### config.mk
export PLATFORM = sky130hd
export DESIGN_NAME = vblank_access_scheduler_flat
export DESIGN_NICKNAME = d
export VERILOG_FILES = /design/src/rtl/vblank_access_scheduler_if.sv /design/src/rtl/vblank_access_scheduler.sv /design/src/flat_wrapper.sv
export SDC_FILE = /design/constraint.sdc
export NUM_CORES = 1
export LEC_CHECK = 0
export ABC_CLOCK_PERIOD_IN_PS = 2600
export BUFFER_PORTS_ARGS = -buffer_cell sky130_fd_sc_hd__buf_2
export CORE_MARGIN = 2
export CORE_UTILIZATION = 52
export DETAILED_ROUTE_END_ITERATION = 10
export PLACE_DENSITY_LB_ADDON = 0.25
export SLEW_MARGIN = 20
export SYNTH_ARGS = -nofsm -noshare
export SYNTH_HDL_FRONTEND = slang
export SYNTH_SLANG_ARGS = --single-unit
### constraint.sdc
create_clock -name clk -period 2.6 [get_ports clk]
set_clock_uncertainty 0.2 [all_clocks]
set_input_delay 0.26 -clock clk [delete_from_list [all_inputs] [get_ports clk]]
set_output_delay 0.26 -clock clk [all_outputs]
set_load 0.03 [all_outputs]
### src/rtl/vblank_access_scheduler_if.sv
`default_nettype none
// ============================================================================
// Module   : vblank_access_scheduler_if
// Brief    : Requester-side handshake bundle for the blanking-window RAM
//            port scheduler.
// Revision : 1.0 - initial release
// ============================================================================
interface vblank_access_scheduler_if #(
    parameter int NUM_REQ = 4
);
    logic [NUM_REQ-1:0] req;
    logic [NUM_REQ-1:0] done;
    logic [NUM_REQ-1:0] gnt;
    logic [2:0]         gnt_id;
    logic [NUM_REQ-1:0] abort;

    modport master (output req, done, input gnt, gnt_id, abort);
    modport slave  (input req, done, output gnt, gnt_id, abort);
endinterface
`default_nettype wire

### src/rtl/vblank_access_scheduler.sv
`default_nettype none
// ============================================================================
// Module   : vblank_access_scheduler
// Brief    : Round-robin, once-per-frame access scheduler for the shared
//            sprite/attribute RAM during vertical blanking. Optional
//            missed-request capture is built when VBLANK_SCHED_STATS_EN is set.
// Revision : 1.0 - initial release
// ============================================================================
module vblank_access_scheduler #(
    parameter int NUM_REQ          = 4,
    parameter int HL_TOTAL_TIME    = 1344,
    parameter int VL_BLANK_START   = 768,
    parameter int VL_TOTAL_TIME    = 806,
    parameter int GUARD_LINES      = 2,
    parameter int MAX_GRANT_CYCLES = 4096
) (
    input  logic                      clk,
    input  logic                      rst_n,
    input  logic [10:0]               vcount,
    input  logic [10:0]               hcount,
    vblank_access_scheduler_if.slave  bus,
    output logic                      window_open,
    output logic                      frame_start,
    output logic                      timeout,
    output logic [NUM_REQ-1:0]        missed_mask
);

    localparam int c_ptr_w = (NUM_REQ > 1) ? $clog2(NUM_REQ) : 1;
    localparam int c_cnt_w = (MAX_GRANT_CYCLES > 1) ? $clog2(MAX_GRANT_CYCLES) : 1;

    localparam logic [10:0]        c_open_line   = 11'(VL_BLANK_START);
    localparam logic [10:0]        c_close_line  = 11'(VL_TOTAL_TIME - GUARD_LINES);
    localparam logic [10:0]        c_hl_total    = 11'(HL_TOTAL_TIME);
    localparam logic [10:0]        c_vl_total    = 11'(VL_TOTAL_TIME);
    localparam logic [c_cnt_w-1:0] c_budget_init = c_cnt_w'(MAX_GRANT_CYCLES - 1);
    localparam logic [c_ptr_w-1:0] c_last_idx    = c_ptr_w'(NUM_REQ - 1);
    localparam logic [c_ptr_w:0]   c_num_req     = (c_ptr_w + 1)'(NUM_REQ);

    typedef enum logic [1:0] {
        ST_CLOSED = 2'd0,
        ST_ARB    = 2'd1,
        ST_GRANT  = 2'd2
    } state_t;

    state_t              r_state;
    logic [c_ptr_w-1:0]  r_rr_ptr;
    logic [c_ptr_w-1:0]  r_gnt_idx;
    logic [NUM_REQ-1:0]  r_served;
    logic [NUM_REQ-1:0]  r_gnt;
    logic [NUM_REQ-1:0]  r_abort;
    logic [c_cnt_w-1:0]  r_budget;
    logic                r_window_open;
    logic                r_frame_start;
    logic                r_timeout;

    logic                w_pos_ok;
    logic                w_open_hit;
    logic                w_close_hit;
    logic                w_found;
    logic [c_ptr_w-1:0]  w_pick;
    logic [c_ptr_w:0]    w_sum;
    logic [NUM_REQ-1:0]  w_pick_oh;
    logic                w_release;

    // Positions outside the raster never trigger window events.
    assign w_pos_ok    = (hcount < c_hl_total) && (vcount < c_vl_total);
    assign w_open_hit  = w_pos_ok && (vcount == c_open_line)  && (hcount == 11'd0);
    assign w_close_hit = w_pos_ok && (vcount == c_close_line) && (hcount == 11'd0);

    // Scan from highest to lowest distance so the nearest candidate wins.
    always_comb begin
        w_found = 1'b0;
        w_pick  = '0;
        w_sum   = '0;
        for (int i = NUM_REQ - 1; i >= 0; i--) begin
            w_sum = {1'b0, r_rr_ptr} + (c_ptr_w + 1)'(i);
            if (w_sum >= c_num_req) begin
                w_sum = w_sum - c_num_req;
            end
            if (bus.req[w_sum[c_ptr_w-1:0]] && !r_served[w_sum[c_ptr_w-1:0]]) begin
                w_found = 1'b1;
                w_pick  = w_sum[c_ptr_w-1:0];
            end
        end
    end

    assign w_pick_oh = {{(NUM_REQ-1){1'b0}}, 1'b1} << w_pick;
    // Dropping req while granted is a release just like done.
    assign w_release = bus.done[r_gnt_idx] || !bus.req[r_gnt_idx];

    always_ff @(posedge clk) begin
        if (!rst_n) begin
            r_state       <= ST_CLOSED;
            r_rr_ptr      <= '0;
            r_gnt_idx     <= '0;
            r_served      <= '0;
            r_gnt         <= '0;
            r_abort       <= '0;
            r_budget      <= '0;
            r_window_open <= 1'b0;
            r_frame_start <= 1'b0;
            r_timeout     <= 1'b0;
        end else begin
            r_frame_start <= w_open_hit;
            r_abort       <= '0;

            if (w_open_hit) begin
                r_window_open <= 1'b1;
                r_served      <= '0;
                r_timeout     <= 1'b0;
                r_rr_ptr      <= (r_rr_ptr == c_last_idx) ? '0 : r_rr_ptr + 1'b1;
            end else if (w_close_hit) begin
                r_window_open <= 1'b0;
            end

            case (r_state)
                ST_CLOSED: begin
                    if (w_open_hit) begin
                        r_state <= ST_ARB;
                    end
                end
                ST_ARB: begin
                    if (w_close_hit) begin
                        r_state <= ST_CLOSED;
                    end else if (w_found) begin
                        r_gnt            <= w_pick_oh;
                        r_gnt_idx        <= w_pick;
                        r_served[w_pick] <= 1'b1;
                        r_budget         <= c_budget_init;
                        r_state          <= ST_GRANT;
                    end
                end
                ST_GRANT: begin
                    // A release coinciding with close or expiry stays clean.
                    if (w_release) begin
                        r_gnt   <= '0;
                        r_state <= w_close_hit ? ST_CLOSED : ST_ARB;
                    end else if (w_close_hit) begin
                        r_abort <= r_gnt;
                        r_gnt   <= '0;
                        r_state <= ST_CLOSED;
                        if (r_budget == '0) begin
                            r_timeout <= 1'b1;
                        end
                    end else if (r_budget == '0) begin
                        r_timeout <= 1'b1;
                        r_abort   <= r_gnt;
                        r_gnt     <= '0;
                        r_state   <= ST_ARB;
                    end else begin
                        r_budget <= r_budget - 1'b1;
                    end
                end
                default: begin
                    r_gnt   <= '0;
                    r_state <= ST_CLOSED;
                end
            endcase
        end
    end

`ifdef VBLANK_SCHED_STATS_EN
    logic [NUM_REQ-1:0] r_missed;

    // Sampled before the close abort lands, so a revoked grant counts as served.
    always_ff @(posedge clk) begin
        if (!rst_n) begin
            r_missed <= '0;
        end else if (w_close_hit && r_window_open) begin
            r_missed <= bus.req & ~r_served;
        end
    end

    assign missed_mask = r_missed;
`else
    assign missed_mask = '0;
`endif

    assign bus.gnt     = r_gnt;
    assign bus.gnt_id  = 3'(r_gnt_idx);
    assign bus.abort   = r_abort;
    assign window_open = r_window_open;
    assign frame_start = r_frame_start;
    assign timeout     = r_timeout;

endmodule
`default_nettype wire

### src/flat_wrapper.sv
// flat-port wrapper written by rule: the top's interface ports become plain ports
module vblank_access_scheduler_flat 
#(
    parameter int NUM_REQ          = 4,
    parameter int HL_TOTAL_TIME    = 1344,
    parameter int VL_BLANK_START   = 768,
    parameter int VL_TOTAL_TIME    = 806,
    parameter int GUARD_LINES      = 2,
    parameter int MAX_GRANT_CYCLES = 4096
)
  (clk, rst_n, vcount, hcount, window_open, frame_start, timeout, missed_mask, bus_req, bus_done, bus_gnt, bus_gnt_id, bus_abort);
  vblank_access_scheduler_if #(.NUM_REQ(NUM_REQ)) bus_i ();
  input  logic clk;
  input  logic rst_n;
  input  logic [10:0] vcount;
  input  logic [10:0] hcount;
  output logic window_open;
  output logic frame_start;
  output logic timeout;
  output logic [NUM_REQ-1:0] missed_mask;
  input wire logic [$bits(bus_i.req)-1:0] bus_req;
  input wire logic [$bits(bus_i.done)-1:0] bus_done;
  output wire logic [$bits(bus_i.gnt)-1:0] bus_gnt;
  output wire logic [$bits(bus_i.gnt_id)-1:0] bus_gnt_id;
  output wire logic [$bits(bus_i.abort)-1:0] bus_abort;
  assign bus_i.req = bus_req;
  assign bus_i.done = bus_done;
  assign bus_gnt = bus_i.gnt;
  assign bus_gnt_id = bus_i.gnt_id;
  assign bus_abort = bus_i.abort;
  vblank_access_scheduler #(.NUM_REQ(NUM_REQ), .HL_TOTAL_TIME(HL_TOTAL_TIME), .VL_BLANK_START(VL_BLANK_START), .VL_TOTAL_TIME(VL_TOTAL_TIME), .GUARD_LINES(GUARD_LINES), .MAX_GRANT_CYCLES(MAX_GRANT_CYCLES)) u_core (.clk(clk), .rst_n(rst_n), .vcount(vcount), .hcount(hcount), .bus(bus_i), .window_open(window_open), .frame_start(frame_start), .timeout(timeout), .missed_mask(missed_mask));
endmodule
After elaboration in Yosys (flattened, before gate mapping) --
Index checks and enable logic that the tools add are counted.
Operators by class: $add $sub $neg 9, order comparisons 13, equal/unequal tests 13, shift operators 1, multiplexer cells 68, bitwise gates (word level) 5, reductions and logical operators 26
Operators with widths (count):
- $mux W12 | 5
- $mux W4 | 12
- $mux W2 | 15
- $pmux W12 S2 | 1
- $eq A11 B10 Y1 const B | 2
- $mux W1 | 22
- $bmux W1 S2 | 10
- $lt A2 B3 Y1 const B | 6
- $logic_not A12 Y1 | 1
- $pmux W4 S3 | 1
- $sub A12 B1 Y12 const B | 1
- $logic_not A11 Y1 | 1
- $lt A11 B10 Y1 const B | 1
- $lt A11 B11 Y1 const B | 1
- $logic_and A1 B1 Y1 | 10
- $ge A3 B3 Y1 const B | 3
- $ne A2 B2 Y1 const B | 4
- $sub A2 B1 Y2 const B | 4
- $add A2 B2 Y3 const B | 2
- $pmux W2 S3 | 1
- $reduce_and A3 Y1 | 2
- $reduce_and A6 Y1 | 1
- $logic_not A1 Y1 | 5
- $eq A2 B2 Y1 const B | 2
- 17 further kinds | 22
Word-level totals: bits in registers 33, input bits 32, output and inout port bits 18, logic and storage cells 145

Longest topological paths before layout --
depth after elaboration 19, mapped depth 9, mapped depth without buffers 8

Worst setup path before layout --
OpenSTA, ideal clock, no wires.
path type register to register, from reg u_core.r_gnt_idx[0], to reg u_core.r_budget[6], data arrival time 2.040 ns, data required time 2.267 ns, setup slack 0.227 ns, cell stages (with the launch flop) 7, buffers on the path 1, period minus slack after synthesis 2.373 ns, cells stage by stage dfxtp_1 mux4_2 o32a_4 buf_6 nor4b_4 xnor2_1 a21oi_1
Between the ends: longest elaborated chain between the ends 6, elaborated cells on any way between the ends 8, classes of those cells 1 x eq/ne; 4 x mux; 3 x reduce/logical
Ends and longest elaborated chain:
- start: declaration | RTL line vblank_access_scheduler.sv:47 | logic [c_ptr_w-1:0] r_gnt_idx;
- start signal: assignment | RTL line vblank_access_scheduler.sv:127 | r_gnt_idx <= w_pick;
- $bmux W1 S2 | RTL line vblank_access_scheduler.sv:89 | assign w_release = bus.done[r_gnt_idx] || !bus.req[r_gnt_idx];
- $mux W1 (implied by the code) | RTL line vblank_access_scheduler.sv:89
- $logic_not A1 Y1 | RTL line vblank_access_scheduler.sv:89
- $logic_or A1 B1 Y1 (*) | RTL line vblank_access_scheduler.sv:89
- $ne A2 B2 Y1 (no line) (*)
- $reduce_and A6 Y1 (no line) (*)
- end signal: assignment | RTL line vblank_access_scheduler.sv:129 | r_budget <= c_budget_init;
- end signal: assignment | RTL line vblank_access_scheduler.sv:151 | r_budget <= r_budget - 1'b1;
- end: declaration | RTL line vblank_access_scheduler.sv:51 | logic [c_cnt_w-1:0] r_budget;
Mark *: on every way between the ends. The rest lies on a longest branch, timed or not. The select of a mux whose other input is x is not followed. A chain may end at the register's enable or synchronous reset.

Worst setup path after layout --
from reg u_core.r_budget[0], to reg u_core.r_gnt[2] (netlist: u_core.bus.gnt[2])
Between the ends: longest elaborated chain between the ends 3
Ends and longest elaborated chain:
- $logic_not A12 Y1 | RTL line vblank_access_scheduler.sv:145 | end else if (r_budget == '0) begin
- $ne A4 B1 Y1 (no line)
- $reduce_and A4 Y1 (no line)
- end signal: assignment | RTL line vblank_access_scheduler.sv:126 | r_gnt <= w_pick_oh;
- end: declaration | RTL line vblank_access_scheduler.sv:49 | logic [NUM_REQ-1:0] r_gnt;
No other way between the ends.

==> flow_summary.html <==
<table>
<tr><th>Metric</th><th>Value</th></tr>
<tr><th colspan="2">Critical path</th></tr>
<tr><td>Worst r2r src</td><td>u_core.r_budget[0]</td></tr>
<tr><td>CP arrival</td><td>2410 ps</td></tr>
<tr><td>Critical path origin</td><td>u_core.r_budget[0]</td></tr>
<tr><td>Minimum setup slack among reg-to-reg paths</td><td>220 ps</td></tr>
<tr><td>Sort of element at the end of the critical path</td><td>flop</td></tr>
<tr><td>Critical-path maximum fanout</td><td>13</td></tr>
<tr><td>Startpoint Class</td><td>flop</td></tr>
<tr><td>Type of the setup path with the least slack</td><td>flop to flop</td></tr>
<tr><td>Required @ worst endpoint</td><td>2640 ps</td></tr>
<tr><th colspan="2">Timing</th></tr>
<tr><td>Actual transition at the worst max-transition pin</td><td>618 ps</td></tr>
<tr><td>Pins Over Slew Limit</td><td>0</td></tr>
<tr><td>Total negative slack</td><td>0 ps</td></tr>
<tr><td>Setup repair after global routing missed its margin</td><td>false</td></tr>
<tr><td>Final count of hold timing violations</td><td>0</td></tr>
<tr><td>Final setup slack of the worst path</td><td>223 ps</td></tr>
<tr><td>Final Critical Period</td><td>2380 ps</td></tr>
<tr><td>Maximum achievable frequency</td><td>421 MHz</td></tr>
<tr><td>Crit share post-route</td><td>0.914</td></tr>
<tr><td>Final count of negative-setup-slack endpoints</td><td>0</td></tr>
<tr><td>Headroom to the max-slew limit</td><td>0.588</td></tr>
<tr><th colspan="2">Finish</th></tr>
<tr><td>Total area of multi-input combinational cells</td><td>1050 um2</td></tr>
<tr><td>Most common cell after layout, fill and taps aside</td><td>sky130_fd_sc_hd__buf_2</td></tr>
<tr><td>FF+latch area</td><td>661 um2</td></tr>
<tr><td>Area growth from synthesis to final layout</td><td>18.3%</td></tr>
<tr><td>Count of fill cells added during filler insertion</td><td>303</td></tr>
<tr><td>Top library cells by usage in the layout, fill and taps aside</td><td>44 x sky130_fd_sc_hd__buf_2, 33 x sky130_fd_sc_hd__dfxtp_1, 17 x sky130_fd_sc_hd__nor2_1</td></tr>
<tr><td>Fraction of final layout cells sized beyond drive strength 1</td><td>0.320</td></tr>
<tr><td>Count of nets after finishing</td><td>278</td></tr>
<tr><td>Antenna cell count</td><td>0</td></tr>
<tr><th colspan="2">Yosys</th></tr>
<tr><td>Synth warn</td><td>0</td></tr>
<tr><td>Adder-cell area share of the yosys netlist</td><td>0.0140</td></tr>
<tr><td>Post-synth EDFFs</td><td>0</td></tr>
<tr><td>Per-instance average area after synthesis</td><td>9.18 um2</td></tr>
<tr><td>Most common flop cell mapped by yosys</td><td>sky130_fd_sc_hd__dfxtp_1</td></tr>
<tr><td>Share of synthesized cell area in and, or, nand and nor gates</td><td>0.304</td></tr>
<tr><td>XOR/XNOR Fraction of Synth Area</td><td>0.0489</td></tr>
<tr><td>Cell count after synthesis</td><td>195</td></tr>
<tr><td>Largest family of logic cells by synthesized area</td><td>simple AND/OR/NAND/NOR gates</td></tr>
<tr><td>Fraction of the yosys area taken by sequential cells</td><td>0.369</td></tr>
<tr><td>Share of flip-flops with an asynchronous set or reset after synthesis</td><td>0</td></tr>
<tr><td>Number of distinct library cells after synthesis</td><td>48</td></tr>
<tr><td>Synthesized flop and latch total</td><td>33</td></tr>
<tr><td>Proportion of synthesized area in mux cells</td><td>0.0433</td></tr>
<tr><td>Combined area of all synthesized cells</td><td>1790 um2</td></tr>
<tr><td>Post-synthesis compound-gate area fraction</td><td>0.164</td></tr>
<tr><th colspan="2">Clock tree</th></tr>
<tr><td>Num Clock Sinks</td><td>33</td></tr>
<tr><td>Cts-stage hold buffer count</td><td>0</td></tr>
<tr><td>Total number of H-tree levels</td><td>2</td></tr>
<tr><td>Worst-Skew Late Latency</td><td>340 ps</td></tr>
<tr><td>Clock-pin slew on the worst setup and hold paths</td><td>90 ps</td></tr>
<tr><td>CTS Buf Count</td><td>5</td></tr>
<tr><td>Clock Root Buffer</td><td>sky130_fd_sc_hd__clkbuf_4</td></tr>
<tr><td>Clock tree from TritonCTS</td><td>done</td></tr>
<tr><td>Cells resized by post-CTS repair</td><td>0</td></tr>
<tr><td>Count of buffers added by post-CTS timing repair for setup</td><td>0</td></tr>
<tr><td>Largest buffer count on any clock path</td><td>2</td></tr>
<tr><th colspan="2">Global route</th></tr>
<tr><td>Congestion Overflow GR</td><td>0</td></tr>
<tr><td>Global-route usage over all layers</td><td>0.208</td></tr>
<tr><td>Global-route wire length before repair</td><td>6580 um</td></tr>
<tr><td>Antenna violations before repair</td><td>0</td></tr>
<tr><td>Global-route met2 utilization</td><td>0.347</td></tr>
<tr><td>Number of global-route vias before repair</td><td>1505</td></tr>
<tr><td>Met3 track demand over resource in global routing</td><td>0.0559</td></tr>
<tr><td>Maximum number of pins on one net before global-route repair</td><td>21</td></tr>
<tr><td>GR peak layer</td><td>met2</td></tr>
<tr><td>Global-route met1 utilization</td><td>0.256</td></tr>
<tr><th colspan="2">Routing</th></tr>
<tr><td>Remaining DRCs</td><td>0</td></tr>
<tr><td>Via-to-Cell Ratio</td><td>5.32</td></tr>
<tr><td>Count of nets left with antenna violations after detail routing</td><td>0</td></tr>
<tr><td>Detailed Route Iter0 Violations</td><td>84</td></tr>
<tr><td>Routed length per instance</td><td>12.9 um</td></tr>
<tr><td>Total number of vias</td><td>1544</td></tr>
<tr><td>TritonRoute pass-1 iters</td><td>4</td></tr>
<tr><td>Overall routed net length</td><td>3740 um</td></tr>
<tr><th colspan="2">Floorplan</th></tr>
<tr><td>Count of standard-cell rows</td><td>21</td></tr>
<tr><td>Total Die Area</td><td>3930 um2</td></tr>
<tr><td>Die boundary width</td><td>62.7 um</td></tr>
<tr><td>Number of top-level pins</td><td>50</td></tr>
<tr><td>Initial Utilization</td><td>0.541</td></tr>
<tr><td>Area of the core</td><td>3310 um2</td></tr>
<tr><td>DIE HEIGHT</td><td>62.7 um</td></tr>
<tr><th colspan="2">Power</th></tr>
<tr><td>Int Power</td><td>666 uW</td></tr>
<tr><td>Peak supply drop</td><td>0.357 mV</td></tr>
<tr><td>Switch Pwr</td><td>209 uW</td></tr>
<tr><td>Clock network power share</td><td>0.337</td></tr>
<tr><td>Power share of the combinational group</td><td>0.086</td></tr>
<tr><td>Cell area power density</td><td>413 nW/um2</td></tr>
<tr><td>Leak Pwr</td><td>0.000889 uW</td></tr>
<tr><td>Proportion of power drawn by flip-flops and latches</td><td>0.577</td></tr>
<tr><td>Share of total power consumed by net switching</td><td>0.239</td></tr>
<tr><th colspan="2">Placed design</th></tr>
<tr><td>Sum of net half-perimeters after detailed placement</td><td>2860 um</td></tr>
<tr><td>IO Port Bufs</td><td>44</td></tr>
<tr><td>Worst-case setup slack after placement</td><td>222 ps</td></tr>
<tr><td>Routability congestion estimate from global placement</td><td>0.770</td></tr>
<tr><th colspan="2">Worst hold path</th></tr>
<tr><td>Worst min path class</td><td>input pin to flop</td></tr>
<tr><td>Beginning of the worst hold path</td><td>rst_n</td></tr>
<tr><th colspan="2">Run</th></tr>
<tr><td>Max cap viols</td><td>0</td></tr>
<tr><th colspan="2">Status</th></tr>
<tr><td>Status</td><td>finished, final reports clean</td></tr>
</table>
cells by family (layout without fill, tap and decap cells):
family | Yosys count | count (layout)
adders and majority gates | 2 | 2
buffers and inverters | 19 | 64
xor gates and xnor gates | 10 | 10
AOI/OAI and AO/OA | 39 | 39
muxes | 4 | 4
other | 1 | 5
DFF | 33 | 33
and+or+nand+nor | 87 | 87
layer usage:
layer / up-vias / share of wire
met5: - / 0
met3: 6 / 0.037
met1: 710 / 0.46
li1: 800 / -
met4: 0 / 0.013
met2: 28 / 0.49
layout make-up:
class,instances,area share
tap,46,0.0272
inverter,5,0.00886
timing repair buffer,52,0.132
sequential,33,0.312
clock buffer,7,0.0260
multi-input combinational,147,0.494
cells in the mapped netlist, types with 4 or more instances:
cell,n,share of area
sky130_fd_sc_hd__a32o_1,4,0.022
sky130_fd_sc_hd__nand3_1,5,0.014
sky130_fd_sc_hd__nor2_1,17,0.036
sky130_fd_sc_hd__inv_1,5,0.010
sky130_fd_sc_hd__nor3_2,4,0.022
sky130_fd_sc_hd__and2_1,5,0.017
sky130_fd_sc_hd__nor3_1,9,0.025
sky130_fd_sc_hd__nand2_1,12,0.025
sky130_fd_sc_hd__xnor2_1,10,0.049
sky130_fd_sc_hd__nand2b_1,10,0.035
sky130_fd_sc_hd__nor2b_1,5,0.017
sky130_fd_sc_hd__a21oi_1,16,0.045
sky130_fd_sc_hd__buf_4,5,0.021
sky130_fd_sc_hd__clkbuf_1,7,0.015
sky130_fd_sc_hd__dfxtp_1,33,0.37
worst paths after layout:
| kind | cells after the start | end |
|---|---|---|
| setup / recovery | 8 | u_core.bus.gnt[2] |
| hold / removal | 3 | u_core.r_gnt_idx[0] |
| setup reg to reg | 8 | u_core.bus.gnt[2] |
| hold reg to reg | 2 | u_core.timeout |
registers in the layout, summed over array words and instances (netlist names):
register / flops
u_core.timeout: 1
u_core.r_served: 4
u_core.r_state: 2
u_core.r_budget: 12
u_core.bus.gnt: 4
u_core.r_gnt_idx: 2
u_core.bus.abort: 4
u_core.frame_start: 1
u_core.r_rr_ptr: 2
u_core.window_open: 1
per-stage QoR:
| stage | area, um2 | cells | total power, uW | utilization | hold WS (ps) |
|---|---|---|---|---|---|
| 5_1_grt | 2120 | 290 | 913 | 0.640 | 121 |
| 4_1_cts | 2120 | 290 | 880 | 0.640 | 112 |
| 2_1_floorplan | 1810 | 199 | 562 | - | 253 |
| 3_3_place_gp | 2060 | 283 | 591 | 0.623 | 240 |
| 6_report | 2120 | 290 | 875 | 0.640 | 113 |
| 3_5_place_dp | 2060 | 283 | 592 | 0.623 | 252 |
power groups by stage:
stage               registers [uW]  clock network [uW]  logic (uW)
floorplan                      517                   0        45.5
global placement               517                   0        73.8
detailed placement             517                   0        74.9
CTS                            505                 300        75.1
global route                   505                 325        82.8
finish                         505                 295        75.5
critical path, stage by stage (launching register included):
cell,delay [ps]
sky130_fd_sc_hd__dfxtp_1,350
sky130_fd_sc_hd__inv_1,60
sky130_fd_sc_hd__ha_1,160
sky130_fd_sc_hd__nor4b_1,310
sky130_fd_sc_hd__and4_1,300
sky130_fd_sc_hd__o32a_4,300
sky130_fd_sc_hd__nor3_1,90
sky130_fd_sc_hd__o21bai_1,220
sky130_fd_sc_hd__a32o_1,280
Note: power is estimated with default switching activity, not from simulation.
